`config.mk`:
```
export PLATFORM = sky130hd
export DESIGN_NAME = tlc_safety_monitor
export DESIGN_NICKNAME = d
export VERILOG_FILES = /design/src/rtl/tlc_pkg.sv /design/src/rtl/tlc_head_dwell.sv /design/src/rtl/tlc_safety_monitor.sv
export SDC_FILE = /design/constraint.sdc
export NUM_CORES = 1
export LEC_CHECK = 0
export CAP_MARGIN = 30
export CELL_PAD_IN_SITES_DETAIL_PLACEMENT = 0
export CELL_PAD_IN_SITES_GLOBAL_PLACEMENT = 1
export CORE_AREA = 5 5 101 103
export CTS_BUF_LIST = sky130_fd_sc_hd__clkbuf_8
export CTS_CLUSTER_SIZE = 25
export DETAILED_ROUTE_END_ITERATION = 6
export DIE_AREA = 0 0 106 108
export PLACE_DENSITY_LB_ADDON = 0.08
export RECOVER_POWER = 25
export SYNTH_ARGS = -nofsm -noshare
export SYNTH_HDL_FRONTEND = slang
export SYNTH_SLANG_ARGS = --single-unit
```
`constraint.sdc`:
```
create_clock -name clk -period 3 [get_ports clk]
set_clock_uncertainty 0.2 [all_clocks]
set_input_delay 0.6 -clock clk [delete_from_list [all_inputs] [get_ports clk]]
set_output_delay 0.6 -clock clk [all_outputs]
set_load 0.01 [all_outputs]
```
`src/rtl/tlc_pkg.sv`:
```
// Shared definitions for the traffic light conflict monitor.
// Holds aspect encodings, head and fault-cause bit indices, the monitor
// state enum and small aspect classification helpers.
package tlc_pkg;

    localparam logic [2:0] GREEN  = 3'b001;
    localparam logic [2:0] YELLOW = 3'b010;
    localparam logic [2:0] RED    = 3'b100;

    localparam int NUM_HEADS = 4;
    localparam int HEAD_M1   = 0;
    localparam int HEAD_M2   = 1;
    localparam int HEAD_MT   = 2;
    localparam int HEAD_S    = 3;

    localparam int NUM_CAUSES      = 5;
    localparam int CAUSE_ILLEGAL   = 0;
    localparam int CAUSE_CONFLICT  = 1;
    localparam int CAUSE_SHORT_YEL = 2;
    localparam int CAUSE_GREEN_TO  = 3;
    localparam int CAUSE_STALL     = 4;

    typedef enum logic [1:0] {
        ARMING  = 2'd0,
        MONITOR = 2'd1,
        FAULT   = 2'd2
    } mon_state_e;

    function automatic logic is_legal(input logic [2:0] a);
        return (a == GREEN) || (a == YELLOW) || (a == RED);
    endfunction

    function automatic logic is_permissive(input logic [2:0] a);
        return (a == GREEN) || (a == YELLOW);
    endfunction

endpackage

```
`src/rtl/tlc_head_dwell.sv`:
```
// Per-head dwell tracker.
// Keeps the previously sampled aspect and a saturating count of consecutive
// samples it has been held, and flags the per-head timing/encoding checks
// against the current sample.
// Ports:
//   clk, rst          clock, synchronous active-high reset
//   arm_i             capture current aspect, dwell := 1
//   update_i          normal monitoring update
//   aspect_i          current aspect of this head
//   changed_o         current aspect differs from previous
//   illegal_o         current aspect is not one-hot
//   short_yellow_o    yellow left before MIN_YELLOW samples
//   green_timeout_o   green held longer than MAX_GREEN samples
module tlc_head_dwell
    import tlc_pkg::*;
#(
    parameter int MIN_YELLOW = 3,
    parameter int MAX_GREEN  = 32,
    parameter int CNT_W      = 8
) (
    input  logic       clk,
    input  logic       rst,
    input  logic       arm_i,
    input  logic       update_i,
    input  logic [2:0] aspect_i,
    output logic       changed_o,
    output logic       illegal_o,
    output logic       short_yellow_o,
    output logic       green_timeout_o
);

    localparam logic [CNT_W-1:0] CNT_MAX = '1;
    localparam logic [CNT_W-1:0] CNT_ONE = CNT_W'(1);

    logic [2:0]       prev_q, prev_d;
    logic [CNT_W-1:0] dwell_q, dwell_d;
    logic [CNT_W-1:0] dwell_inc, dwell_next;

    assign changed_o  = (aspect_i != prev_q);
    assign illegal_o  = !is_legal(aspect_i);
    assign dwell_inc  = (dwell_q == CNT_MAX) ? dwell_q : dwell_q + CNT_ONE;
    assign dwell_next = changed_o ? CNT_ONE : dwell_inc;

    // Short yellow judges the dwell of the aspect being left; green timeout
    // judges the dwell the current sample would produce.
    assign short_yellow_o  = (prev_q == YELLOW) && changed_o &&
                             (dwell_q < CNT_W'(MIN_YELLOW));
    assign green_timeout_o = (aspect_i == GREEN) &&
                             (dwell_next > CNT_W'(MAX_GREEN));

    always_comb begin
        prev_d  = prev_q;
        dwell_d = dwell_q;
        if (arm_i) begin
            prev_d  = aspect_i;
            dwell_d = CNT_ONE;
        end else if (update_i) begin
            prev_d  = aspect_i;
            dwell_d = dwell_next;
        end
    end

    always_ff @(posedge clk) begin
        if (rst) begin
            prev_q  <= RED;
            dwell_q <= '0;
        end else begin
            prev_q  <= prev_d;
            dwell_q <= dwell_d;
        end
    end

endmodule

```
`src/rtl/tlc_safety_monitor.sv`:
```
// Conflict monitor on the four traffic light heads (M1, M2, MT, S).
// Checks encoding, conflicting permissive aspects, minimum yellow, maximum
// green and phase stall every sample; any violation latches a sticky fault
// that drives force_flash until an explicit clear.
// Ports:
//   clk, rst            clock, synchronous active-high reset
//   light_M1/M2/MT/S    head aspects (one-hot: 001 G, 010 Y, 100 R)
//   clear               fault acknowledge, honoured only in FAULT
//   fault, force_flash  sticky fault (force_flash is a registered copy)
//   fault_cause         [0] illegal [1] conflict [2] short yellow
//                       [3] green timeout [4] stall
//   fault_head          offending heads [0] M1 [1] M2 [2] MT [3] S
//   monitoring          high while checks are active
//
// state   | meaning
// ARMING  | one sample: capture aspects, dwell := 1, stall := 0, no checks
// MONITOR | all checks evaluated every sample
// FAULT   | flags held, counters frozen, wait for clear
module tlc_safety_monitor
    import tlc_pkg::*;
#(
    parameter int MIN_YELLOW  = 3,
    parameter int MAX_GREEN   = 32,
    parameter int STALL_LIMIT = 64,
    parameter int CNT_W       = 8
) (
    input  logic       clk,
    input  logic       rst,
    input  logic [2:0] light_M1,
    input  logic [2:0] light_M2,
    input  logic [2:0] light_MT,
    input  logic [2:0] light_S,
    input  logic       clear,
    output logic       fault,
    output logic       force_flash,
    output logic [4:0] fault_cause,
    output logic [3:0] fault_head,
    output logic       monitoring
);

    localparam logic [CNT_W-1:0] CNT_MAX = '1;
    localparam logic [CNT_W-1:0] CNT_ONE = CNT_W'(1);

    mon_state_e state_q, state_d;
    logic                  fault_q, fault_d;
    logic                  force_flash_q;
    logic [NUM_CAUSES-1:0] cause_q, cause_d;
    logic [NUM_HEADS-1:0]  head_q, head_d;
    logic [CNT_W-1:0]      stall_q, stall_d;

    logic [2:0]           aspect [NUM_HEADS];
    logic [NUM_HEADS-1:0] changed, illegal, short_yel, green_to;
    logic [NUM_HEADS-1:0] perm, grn, conflict_head;
    logic                 arm, update, any_changed, stall_fault;
    logic [CNT_W-1:0]     stall_inc;
    logic [NUM_CAUSES-1:0] cause_now;
    logic [NUM_HEADS-1:0]  head_now;

    assign aspect[HEAD_M1] = light_M1;
    assign aspect[HEAD_M2] = light_M2;
    assign aspect[HEAD_MT] = light_MT;
    assign aspect[HEAD_S]  = light_S;

    assign arm    = (state_q == ARMING);
    assign update = (state_q == MONITOR);

    for (genvar g = 0; g < NUM_HEADS; g++) begin : g_head
        tlc_head_dwell #(
            .MIN_YELLOW (MIN_YELLOW),
            .MAX_GREEN  (MAX_GREEN),
            .CNT_W      (CNT_W)
        ) u_dwell (
            .clk             (clk),
            .rst             (rst),
            .arm_i           (arm),
            .update_i        (update),
            .aspect_i        (aspect[g]),
            .changed_o       (changed[g]),
            .illegal_o       (illegal[g]),
            .short_yellow_o  (short_yel[g]),
            .green_timeout_o (green_to[g])
        );
        // Illegal heads are excluded from the conflict matrix.
        assign perm[g] = !illegal[g] && is_permissive(aspect[g]);
        assign grn[g]  = !illegal[g] && (aspect[g] == GREEN);
    end

    // MT yellow against S green is the protected-turn clearance and is legal.
    always_comb begin
        conflict_head = '0;
        if (perm[HEAD_S] && perm[HEAD_M1]) begin
            conflict_head[HEAD_S]  = 1'b1;
            conflict_head[HEAD_M1] = 1'b1;
        end
        if (perm[HEAD_S] && perm[HEAD_M2]) begin
            conflict_head[HEAD_S]  = 1'b1;
            conflict_head[HEAD_M2] = 1'b1;
        end
        if (grn[HEAD_MT] && perm[HEAD_M2]) begin
            conflict_head[HEAD_MT] = 1'b1;
            conflict_head[HEAD_M2] = 1'b1;
        end
        if (grn[HEAD_MT] && grn[HEAD_S]) begin
            conflict_head[HEAD_MT] = 1'b1;
            conflict_head[HEAD_S]  = 1'b1;
        end
    end

    assign any_changed = |changed;
    assign stall_inc   = (stall_q == CNT_MAX) ? stall_q : stall_q + CNT_ONE;
    assign stall_fault = !any_changed && (stall_inc > CNT_W'(STALL_LIMIT));

    always_comb begin
        cause_now                  = '0;
        cause_now[CAUSE_ILLEGAL]   = |illegal;
        cause_now[CAUSE_CONFLICT]  = |conflict_head;
        cause_now[CAUSE_SHORT_YEL] = |short_yel;
        cause_now[CAUSE_GREEN_TO]  = |green_to;
        cause_now[CAUSE_STALL]     = stall_fault;
        head_now = illegal | conflict_head | short_yel | green_to;
    end

    always_comb begin
        state_d = state_q;
        fault_d = fault_q;
        cause_d = cause_q;
        head_d  = head_q;
        stall_d = stall_q;
        case (state_q)
            ARMING: begin
                state_d = MONITOR;
                stall_d = '0;
            end
            MONITOR: begin
                stall_d = any_changed ? '0 : stall_inc;
                if (|cause_now) begin
                    state_d = FAULT;
                    fault_d = 1'b1;
                    cause_d = cause_q | cause_now;
                    head_d  = head_q | head_now;
                end
            end
            FAULT: begin
                if (clear) begin
                    state_d = ARMING;
                    fault_d = 1'b0;
                    cause_d = '0;
                    head_d  = '0;
                end
            end
            default: state_d = ARMING;
        endcase
    end

    always_ff @(posedge clk) begin
        if (rst) begin
            state_q       <= ARMING;
            fault_q       <= 1'b0;
            force_flash_q <= 1'b0;
            cause_q       <= '0;
            head_q        <= '0;
            stall_q       <= '0;
        end else begin
            state_q       <= state_d;
            fault_q       <= fault_d;
            force_flash_q <= fault_d;
            cause_q       <= cause_d;
            head_q        <= head_d;
            stall_q       <= stall_d;
        end
    end

    assign fault       = fault_q;
    assign force_flash = force_flash_q;
    assign fault_cause = cause_q;
    assign fault_head  = head_q;
    assign monitoring  = (state_q == MONITOR);

endmodule

```
==> metrics.md, run 1 <==
| Metric | Value |
|---|---|
| Status | finished, final reports clean |
| Non-filler instance count after layout | 686 |
| DIE WIDTH | 106 um |
| Arrival time at the worst endpoint | 2.77 ns |
| Tot Pwr | 0.002119 W |
| Cts hold-fix bufs | 0 |
| Yosys warning total | 0 |
| Gate power share | 0.159 |
| Worst skew pair latency | 0.34 ns |
| Synthesized area | 0.004146 mm^2 |
| Number of antenna violations at the first check in global routing | 0 |
| CTS Buf Count | 9 |
| CP max stage delay | 0.56 ns |
| Top delay family on crit path | compound AO/OA/AOI/OAI gates |
| Die H | 108 um |
| Vias in the first global route | 3966 |
| Xor/xnor share of the synthesized area | 0.04647 |
| CP max stage cell | clkdlybuf4s50_1 |
| Drt total wl | 10940 um |
| Largest net degree at the start of global routing | 59 |
| Most numerous cell in the Yosys netlist | nor2_1 |
| Share of post-route cells with drive strength above 1 | 0.1217 |
| Cell Chain, Critical Path | clkdlybuf4s50_1 > or3b_1 > a2111oi_1 > and3_1 > nand3_1 > o31ai_2 > a21oi_1 |
| Crit path capture type | flop |
| Clk buf depth | 2 |
| Syn nets | 560 |
| CTS Sinks | 64 |
| Switching share of power | 0.2615 |
| Pleak | 1.748 nW |
| Final setup fails | 0 |
| Pwr/cell area | 437.9 mW/mm^2 |
| Tot GR Track Use | 0.1993 |
| Std cell rows | 35 |
| Unrepaired setup endpoints after global routing | false |
| Number of synthesized flops with an enable pin | 0 |
| Worst-path maximum fanout | 4 |
| Number of max-cap violations | 0 |
| Internal Pwr Total | 0.001565 W |
| Netlist cell types | 72 |
| Clk network pwr share | 0.410 |
| Overflow left after global routing | 0 |
| Vias | 4122 |
| Main flop type after synthesis | dfxtp_1 |
| Post-DR vias/cell | 6.009 |
| IO Port Bufs | 26 |
| Synth top cells by count | 68 x nor2_1, 64 x dfxtp_1, 45 x a21oi_1 |
| Final min period | 2.776 ns |
| Post-Synth Adder-Cell Area | 0.01509 |
| Share of the synthesized area in the top cell type | 0.3090 |
| Seq/Total Area, Yosys | 0.3090 |
| Switching Power | 0.0005542 W |
| Initial DRT Pass Iterations | 4 |
| H-Tree Depth | 3 |
| Crit path launch type | input pin |
| Mux cell area share after synthesis | 0.02927 |
| Post-route ant nets | 0 |
| Placed insts | 670 |
| Setup Fix Bufs, Post-CTS | 0 |
| Worst VDD drop | 0.0002366 V |
| Compound-gate portion of the synthesized area | 0.2320 |
| Final instance area | 0.004840 mm^2 |
| Post-Place Cell Area | 0.004606 mm^2 |
| Final net count | 590 |
| Synthesized flop and latch total | 64 |
| Final Max Tran Viols | 0 |
| Post-Place Setup Slack | -0.1852 ns |
| Cell count after synthesis | 540 |
| I/O pin cnt | 27 |
| P&R area growth vs syn | 16.72% |
| Fmax | 0.3602 GHz |
| Synth Area in Simple Gates | 0.3102 |
| Crit path kind | input pin to flop |
| First-pass GRT wire length | 18840 um |
| Largest family of logic cells by synthesized area | simple AND/OR/NAND/NOR gates |
| Buffers plus inverters on the worst setup path | 1 |
| Starting density of the core | 0.4552 |
| Drt wl/cell | 15.95 um |
| DR DRC count | 0 |
| Tightest Pin Transition | 1.308 ns |
| Relative slew slack | 0.1279 |
| Syn Area/Cell | 7.679 um^2 |
| Reg power frac | 0.431 |
| CTS Root Cell | clkbuf_8 |
| Top cells by area, synth | dfxtp_1 31%, nor2_1 6.2%, a21oi_1 5.4% |
| Fin crit share | 0.9254 |
| Placer Congestion | 0.8542 |
| CTS tree | built |
| Post-synth ARST share | 0 |
| Req. time, crit path | 2.99 ns |
| Final hold slack | 0.2719 ns |
| DRT iter0 DRCs | 139 |
| Final hold vios | 0 |
| Post-synth top area cell | dfxtp_1 |
| Worst setup margin | 0.2239 ns |
| Ant diodes | 0 |
| Min-delay worst type | flop to flop |
| Dpl hpwl | 7466 um |
| Total Die Area | 0.01145 mm^2 |
| Clock transition at the registers of the reported paths | 0.07 ns |
| Total core area | 0.009109 mm^2 |
-- power groups by stage --
stage                     sequential [W]  combinational (W)  clock (W)
after floorplan                 0.000929           0.000201          0
after global placement          0.000932           0.000334          0
after detailed placement        0.000932           0.000338          0
after CTS                       0.000913           0.000339   0.000894
after global routing            0.000918           0.000375   0.000931
final                           0.000913           0.000338   0.000869
-- worst register-to-register path, cell delays in order, from the launching register on --
cell	delay [ns]
dfxtp_1	0.48
ha_1	0.28
nand3_4	0.15
or4b_1	0.50
a21oi_1	0.16
o21ai_1	0.11
a211o_1	0.35
o31ai_2	0.23
a21oi_1	0.11
-- registers in the layout (all words and copies together) (netlist names) --
| register | count |
|---|---|
| fault_cause | 5 |
| fault_head | 4 |
| force_flash | 1 |
| g_head.u_dwell.dwell_q | 32 |
| g_head.u_dwell.prev_q | 12 |
| stall_q | 8 |
| state_q | 2 |
-- final timing paths --
check	startpoint	end	slack, ns	cells after the start
setup / recovery	light_S[0]	state_q[1]	0.22	7
hold / removal	fault_cause[0]	fault_cause[0]	0.27	2
setup reg to reg	g_head[3].u_dwell.dwell_q[0]	state_q[1]	0.29	8
hold reg to reg	fault_cause[0]	fault_cause[0]	0.27	2
-- cells in the final DEF, fill, tap and decap left out, types with 3 or more instances in the layout --
cell             netlist  final
nor2_1                68     68
dfxtp_1               64     64
a21oi_1               45     45
nand2_1               36     36
buf_4                  1     36
nor3_1                34     33
a31oi_1               21     21
clkdlybuf4s50_1        0     21
nand3_1               19     19
o21ai_0               19     19
xor2_1                15     15
nand4_1               12     12
clkbuf_8               0     12
mux2i_1               11     11
inv_1                  6      8
a211oi_1               8      8
nor4_1                 8      8
nor4b_1                8      8
xnor2_1                7      7
a21o_1                 7      7
and3_1                 6      6
or3_1                  6      6
a211o_1                6      6
nand2b_1               6      6
a22oi_1                5      5
and2_1                 7      5
ha_1                   5      5
nor3_2                 3      4
nor3b_1                4      4
nand4b_1               4      4
a41oi_1                4      4
dlygate4sd3_1          0      4
o211ai_1               3      3
and4_1                 3      3
o21bai_1               3      3
and2_0                 1      3
o311a_1                3      3
-- layout make-up --
cell class / instances / area [um^2]
clock inverter: 4 / 67.56
timing repair buffer: 63 / 530.5
tap: 111 / 138.9
fill: 928 / 4269
multi-input combinational: 425 / 2630
inverter: 7 / 26.28
sequential: 64 / 1281
clock buffer: 12 / 165.2
-- layer usage --
layer | wire (um) | vias to the layer above | GRT usage
met4 | 143 | 0 | 0.06660
met5 | 0 | - | 0
met3 | 490 | 13 | 0.03522
met1 | 5327 | 1942 | 0.2649
li1 | - | 2070 | -
met2 | 4982 | 97 | 0.3283
-- stage by stage --
| stage | util | TNS [ns] |
|---|---|---|
| floorplan | - | 0 |
| global placement | 0.5056 | -0.1833 |
| detailed placement | 0.5056 | -0.6628 |
| CTS | 0.5312 | 0 |
| global route | 0.5313 | 0 |
| finish | 0.5313 | 0 |
-- cells by family after synthesis --
| kind of cell | count (synthesis) |
|---|---|
| flip-flops | 64 |
| XOR/XNOR | 22 |
| adder cells (fa/ha/maj) | 5 |
| AO/OA/AOI/OAI | 146 |
| AND/OR/NAND/NOR | 240 |
| multiplexers | 12 |
| buffers and inverters | 51 |
-- what timing repair did --
action,CTS,global route
setup endpoints to repair,0,1
hold endpoints to repair,0,0
gates resized for setup,0,1
(Power assumes the default switching activity.)
==> inputs of run 2 (changes only) <==
--- a/config.mk
+++ b/config.mk
@@ -8,13 +8,14 @@
 export CAP_MARGIN = 30
 export CELL_PAD_IN_SITES_DETAIL_PLACEMENT = 0
 export CELL_PAD_IN_SITES_GLOBAL_PLACEMENT = 1
-export CORE_AREA = 5 5 101 103
-export CTS_BUF_LIST = sky130_fd_sc_hd__clkbuf_8
+export CORE_AREA = 5 5 99 101
 export CTS_CLUSTER_SIZE = 25
 export DETAILED_ROUTE_END_ITERATION = 6
-export DIE_AREA = 0 0 106 108
+export DIE_AREA = 0 0 104 106
+export DONT_BUFFER_PORTS = 1
 export PLACE_DENSITY_LB_ADDON = 0.08
 export RECOVER_POWER = 25
+export SLEW_MARGIN = 20
 export SYNTH_ARGS = -nofsm -noshare
 export SYNTH_HDL_FRONTEND = slang
 export SYNTH_SLANG_ARGS = --single-unit
==> run 2 against run 1 <==
- sequential cell count unchanged
- non-clock buffer count decreased by 55
- wire length down 2.3%
- power is 6.9% lower
- register-to-register slack got worse by 0.02 ns
- clock-buffer cell count rose by 1
- largest cell class unchanged
- highest routed layer unchanged
==> metrics.md, run 2 (synthesis gave the netlist of run 1 again) <==
| Metric | Value |
|---|---|
| Status | finished, final reports clean |
| Cell Chain, Critical Path | ha_1 > nand3_4 > or4b_1 > a21oi_1 > o21ai_1 > a211o_1 > o31ai_2 > a21oi_1 |
| CTS Sinks | 64 |
| Largest net degree at the start of global routing | 60 |
| Post-DR vias/cell | 6.193 |
| Cts repair resizes | 0 |
| CTS tree | built |
| Finished Core Util | 0.4861 |
| Fillcell total | 901 |
| Post-route ant nets | 0 |
| Biggest regs | g_head.u_dwell.dwell_q x32, g_head.u_dwell.prev_q x12, stall_q x8 |
| Buffers plus inverters on the worst setup path | 0 |
| Dpl hpwl | 7298 um |
| Final min period | 2.730 ns |
| Ant diodes | 0 |
| Crit path capture type | flop |
| Number of max-cap violations | 0 |
| Die H | 106 um |
| Multi-input gate area | 0.002625 mm^2 |
| Share of post-route cells with drive strength above 1 | 0.07308 |
| Worst VDD drop | 0.0002332 V |
| Std cell rows | 35 |
| Unrepaired setup endpoints after global routing | false |
| Crit path launch type | flop |
| CP max stage cell | or4b_1 |
| Vias | 3908 |
| Commonest cells after routing, fill and taps aside | 68 x nor2_1, 64 x dfxtp_1, 45 x a21oi_1 |
| Drt total wl | 10690 um |
| Min-delay worst type | input pin to flop |
| Placed insts | 615 |
| CTS Root Cell | clkbuf_8 |
| DRT iter0 DRCs | 214 |
| DR DRC count | 0 |
| Req. time, crit path | 3.02 ns |
| Worst-path maximum fanout | 10 |
| Setup TNS | 0 ns |
| Post-Place Cell Area | 0.004133 mm^2 |
| First-pass GRT wire length | 17800 um |
| Final hold vios | 0 |
| Vias in the first global route | 3641 |
| Fmax | 0.3663 GHz |
| Clock transition at the registers of the reported paths | 0.07 ns |
| Max reg flops | 32 |
| Pwr/cell area | 454.6 mW/mm^2 |
| CP max stage delay | 0.49 ns |
| P&R area growth vs syn | 4.738% |
| Reg area | 0.001281 mm^2 |
| Final hold slack | 0.1236 ns |
| Final setup fails | 0 |
| Drt wl/cell | 16.94 um |
| Pleak | 1.477 nW |
| Non-filler instance count after layout | 631 |
| Number of antenna violations at the first check in global routing | 0 |
| Clk buf depth | 2 |
| Relative slew slack | 0.1644 |
| Final instance area | 0.004343 mm^2 |
| Biggest register | g_head.u_dwell.dwell_q |
| Final Max Tran Viols | 0 |
| Setup Fix Bufs, Post-CTS | 0 |
| Tightest Pin Transition | 1.253 ns |
| Arrival time at the worst endpoint | 2.75 ns |
| H-Tree Depth | 3 |
| Overflow left after global routing | 0 |
| Most common cell after layout, fill and taps aside | nor2_1 |
| Total Die Area | 0.01102 mm^2 |
| IO Port Bufs | 0 |
| Cts hold-fix bufs | 0 |
| I/O pin cnt | 27 |
| Tot GR Track Use | 0.1919 |
| Initial DRT Pass Iterations | 5 |
| Crit path kind | flop to flop |
| Total core area | 0.008934 mm^2 |
| Cell repeated most along the worst path | a21oi_1 |
| Fin crit share | 0.9100 |
| Placer Congestion | 0.8414 |
| Worst skew pair latency | 0.33 ns |
| Final net count | 535 |
| Starting density of the core | 0.4641 |
| CTS Buf Count | 9 |
| Top delay family on crit path | compound AO/OA/AOI/OAI gates |
| DIE WIDTH | 104 um |
[run 2: cell count changes in the layout (fill, tap and decap cells not counted), moves of 2 or more]
cell and delta:
dlygate4sd3_1 -4, clkdlybuf4s50_1 -21, clkbuf_1 +3, clkbuf_8 -2, inv_1 -2, buf_4 -29
[run 2: where the power goes]
| group | leakage, nW | switching [W] | total (W) | internal, W |
|---|---|---|---|---|
| clock network | 0.108 | 0.000332 | 0.000823 | 0.000491 |
| registers | 0.522 | 0.0000385 | 0.000920 | 0.000882 |
| logic | 0.847 | 0.000136 | 0.000231 | 0.0000945 |
[run 2: path summary, 6_finish.rpt]
kind                                     start     endpoint  slack (ns)  cells past startpoint
setup / recovery  g_head[3].u_dwell.dwell_q[0]  force_flash        0.27                      8
hold reg to reg                     stall_q[7]   stall_q[7]        0.30                      2
setup reg to reg  g_head[3].u_dwell.dwell_q[0]  force_flash        0.27                      8
hold / removal                             rst   stall_q[5]        0.12                      1
[run 2: area by class of cell]
cell class / instances / share of cell area
clock buffer: 13 / 0.03428
clock inverter: 3 / 0.01498
inverter: 7 / 0.006050
multi-input combinational: 425 / 0.6044
sequential: 64 / 0.2950
tap: 111 / 0.03198
timing repair buffer: 8 / 0.01325
[run 2: metal layers]
layer | part of all wire | global-route usage
met5 | 0 | 0
met4 | 0.016 | 0.06568
met3 | 0.059 | 0.04797
met2 | 0.46 | 0.3028
met1 | 0.47 | 0.2555
[run 2: metrics by stage]
stage / setup slack (ns) / total power, W
after floorplan: 0.4993 / 0.001130
after global placement: 0.2411 / 0.001169
after detailed placement: 0.2704 / 0.001171
after CTS: 0.2861 / 0.002002
after global routing: 0.1061 / 0.002075
final: 0.2700 / 0.001974
==> inputs of run 3 (changes only) <==
==> constraint.sdc (replaced) <==
create_clock -name clk -period 2.75 [get_ports clk]
set_clock_uncertainty 0.2 [all_clocks]
set_input_delay 0.55 -clock clk [delete_from_list [all_inputs] [get_ports clk]]
set_output_delay 0.55 -clock clk [all_outputs]
set_load 0.01 [all_outputs]
==> run 3 against run 2 <==
- register-to-register slack worse by 0.13 ns
- global-route usage increased by 0.16 points
- final cell count grew 1.9%
- critical endpoint unchanged
- largest cell class unchanged
- highest routed layer unchanged
==> metrics.md, run 3 (synthesis gave the netlist of run 1 again) <==
| Metric | Value |
|---|---|
| Biggest register | g_head.u_dwell.dwell_q |
| Number of max-cap violations | 0 |
| Max reg flops | 32 |
| Initial DRT Pass Iterations | 4 |
| Number of antenna violations at the first check in global routing | 0 |
| Worst skew pair latency | 0.33 ns |
| Min-delay worst type | input pin to flop |
| Crit path capture type | flop |
| Hold path depth | 1 |
| Ant diodes | 0 |
| Drt wl/cell | 16.51 um |
| Placer Congestion | 0.8037 |
| Clk buf depth | 2 |
| Crit path kind | flop to flop |
| CP max stage delay | 0.43 ns |
| DIE WIDTH | 104 um |
| Worst VDD drop | 0.0003236 V |
| Die H | 106 um |
| Tightest Pin Transition | 1.386 ns |
| Setup TNS | 0 ns |
| Clock transition at the registers of the reported paths | 0.08 ns |
| First-pass GRT wire length | 17880 um |
| Cell Chain, Critical Path | ha_1 > nand3_4 > buf_4 > o211ai_1 > xor2_1 > o21ai_1 > a211o_1 > o31ai_2 > a21oi_1 |
| Placed insts | 627 |
| Total Die Area | 0.01102 mm^2 |
| Final hold vios | 0 |
| P&R area growth vs syn | 6.005% |
| Fin crit share | 0.9482 |
| R2r endpoint | force_flash |
| Biggest regs | g_head.u_dwell.dwell_q x32, g_head.u_dwell.prev_q x12, stall_q x8 |
| I/O pin cnt | 27 |
| Crit Reg-Reg Startpoint | g_head[3].u_dwell.dwell_q[1] |
| Worst setup margin | 0.1424 ns |
| Post-Place Setup Slack | 0.09629 ns |
| Pwr/cell area | 450.8 mW/mm^2 |
| Req. time, crit path | 2.77 ns |
| Overflow left after global routing | 0 |
| Relative slew slack | 0.07624 |
| Worst R2R Path Depth | 9 |
| Vias in the first global route | 3670 |
| Crit path launch type | flop |
| Tot Pwr | 0.001981 W |
| Critical Path End | force_flash |
| Setup Fix Bufs, Post-CTS | 0 |
| Std cell rows | 35 |
| Drt total wl | 10610 um |
| DRT iter0 DRCs | 171 |
| CTS Buf Count | 9 |
| Unrepaired setup endpoints after global routing | false |
| Final setup fails | 0 |
| Most common cell after layout, fill and taps aside | nor2_1 |
| CTS Sinks | 64 |
| CTS Root Cell | clkbuf_8 |
| DR DRC count | 0 |
| Post-DR vias/cell | 6.012 |
| Share of post-route cells with drive strength above 1 | 0.1015 |
| Reg2Reg Setup Slack | 0.14 ns |
| Final min period | 2.608 ns |
| CP startpoint | g_head[3].u_dwell.dwell_q[1] |
| CP max stage cell | dfxtp_1 |
| Starting density of the core | 0.4641 |
| Total core area | 0.008934 mm^2 |
| Arrival time at the worst endpoint | 2.62 ns |
| Worst-path maximum fanout | 9 |
| Tot GR Track Use | 0.1935 |
| Fillcell total | 900 |
| Vias | 3866 |
| Non-filler instance count after layout | 643 |
| H-Tree Depth | 3 |
| Post-route ant nets | 0 |
| Largest net degree at the start of global routing | 60 |
| Pleak | 1.502 nW |
| Fmax | 0.3835 GHz |
| Commonest cells after routing, fill and taps aside | 68 x nor2_1, 63 x dfxtp_1, 45 x a21oi_1 |
| Status | finished, final reports clean |
| CTS tree | built |
| Final Max Tran Viols | 0 |
| Final net count | 547 |
| Dpl hpwl | 7386 um |
| IO Port Bufs | 0 |
-- run 3: what timing repair did --
action / CTS / global route
setup endpoints to repair: 0 / 3
hold buffers: 0 / 0
gates resized for setup: 0 / 3
-- run 3: worst min-delay path by stage --
stage                            startpoint                      endpoint
2_1_floorplan                fault_cause[3]                fault_cause[3]
3_3_place_gp   g_head[2].u_dwell.dwell_q[1]  g_head[2].u_dwell.dwell_q[1]
3_5_place_dp                     stall_q[7]                    stall_q[7]
4_1_cts                                 rst                    stall_q[7]
5_1_grt                                 rst                    stall_q[4]
6_report                                rst                fault_cause[0]
-- run 3: critical path, delay by kind of cell (launching register included) --
kind            cells  cell delay [ns]
simple gates        1             0.08
flops               1             0.43
compound gates      5             1.08
buf+inv             1             0.18
fa+ha+maj           1             0.25
xor+xnor            1             0.25
-- run 3: where the power goes --
group,total (W),switching [W],internal (W)
Combinational,0.000262,0.000151,0.000111
Clock,0.000717,0.000393,0.000324
Sequential,0.00100,0.0000402,0.000962
-- run 3: area by class of cell --
class	instances	area, um^2	area share
clock buffer	9	123.9	0.02818
clock inverter	7	48.80	0.01110
inverter	7	26.28	0.005978
multi-input combinational	425	2629	0.5981
sequential	64	1282	0.2918
tap	111	138.9	0.03160
timing repair buffer	20	146.4	0.03330
-- run 3: metrics by stage --
stage               cell area (um^2)    util  hold slack, ns
finish                          4395  0.4920         0.07742
global route                    4395  0.4920         0.05138
CTS                             4395  0.4920         0.05334
detailed placement              4223  0.4727          0.3048
global placement                4223  0.4727          0.3020
floorplan                       4146       -          0.2666
-- run 3: per-layer routing --
layer,share of wire,GRT usage,wire (um),vias up
li1,-,-,-,1982
met1,0.48,0.2592,5084,1793
met2,0.46,0.3092,4887,80
met3,0.051,0.04311,544,11
met4,0.0091,0.06290,97,0
met5,0,0,0,-
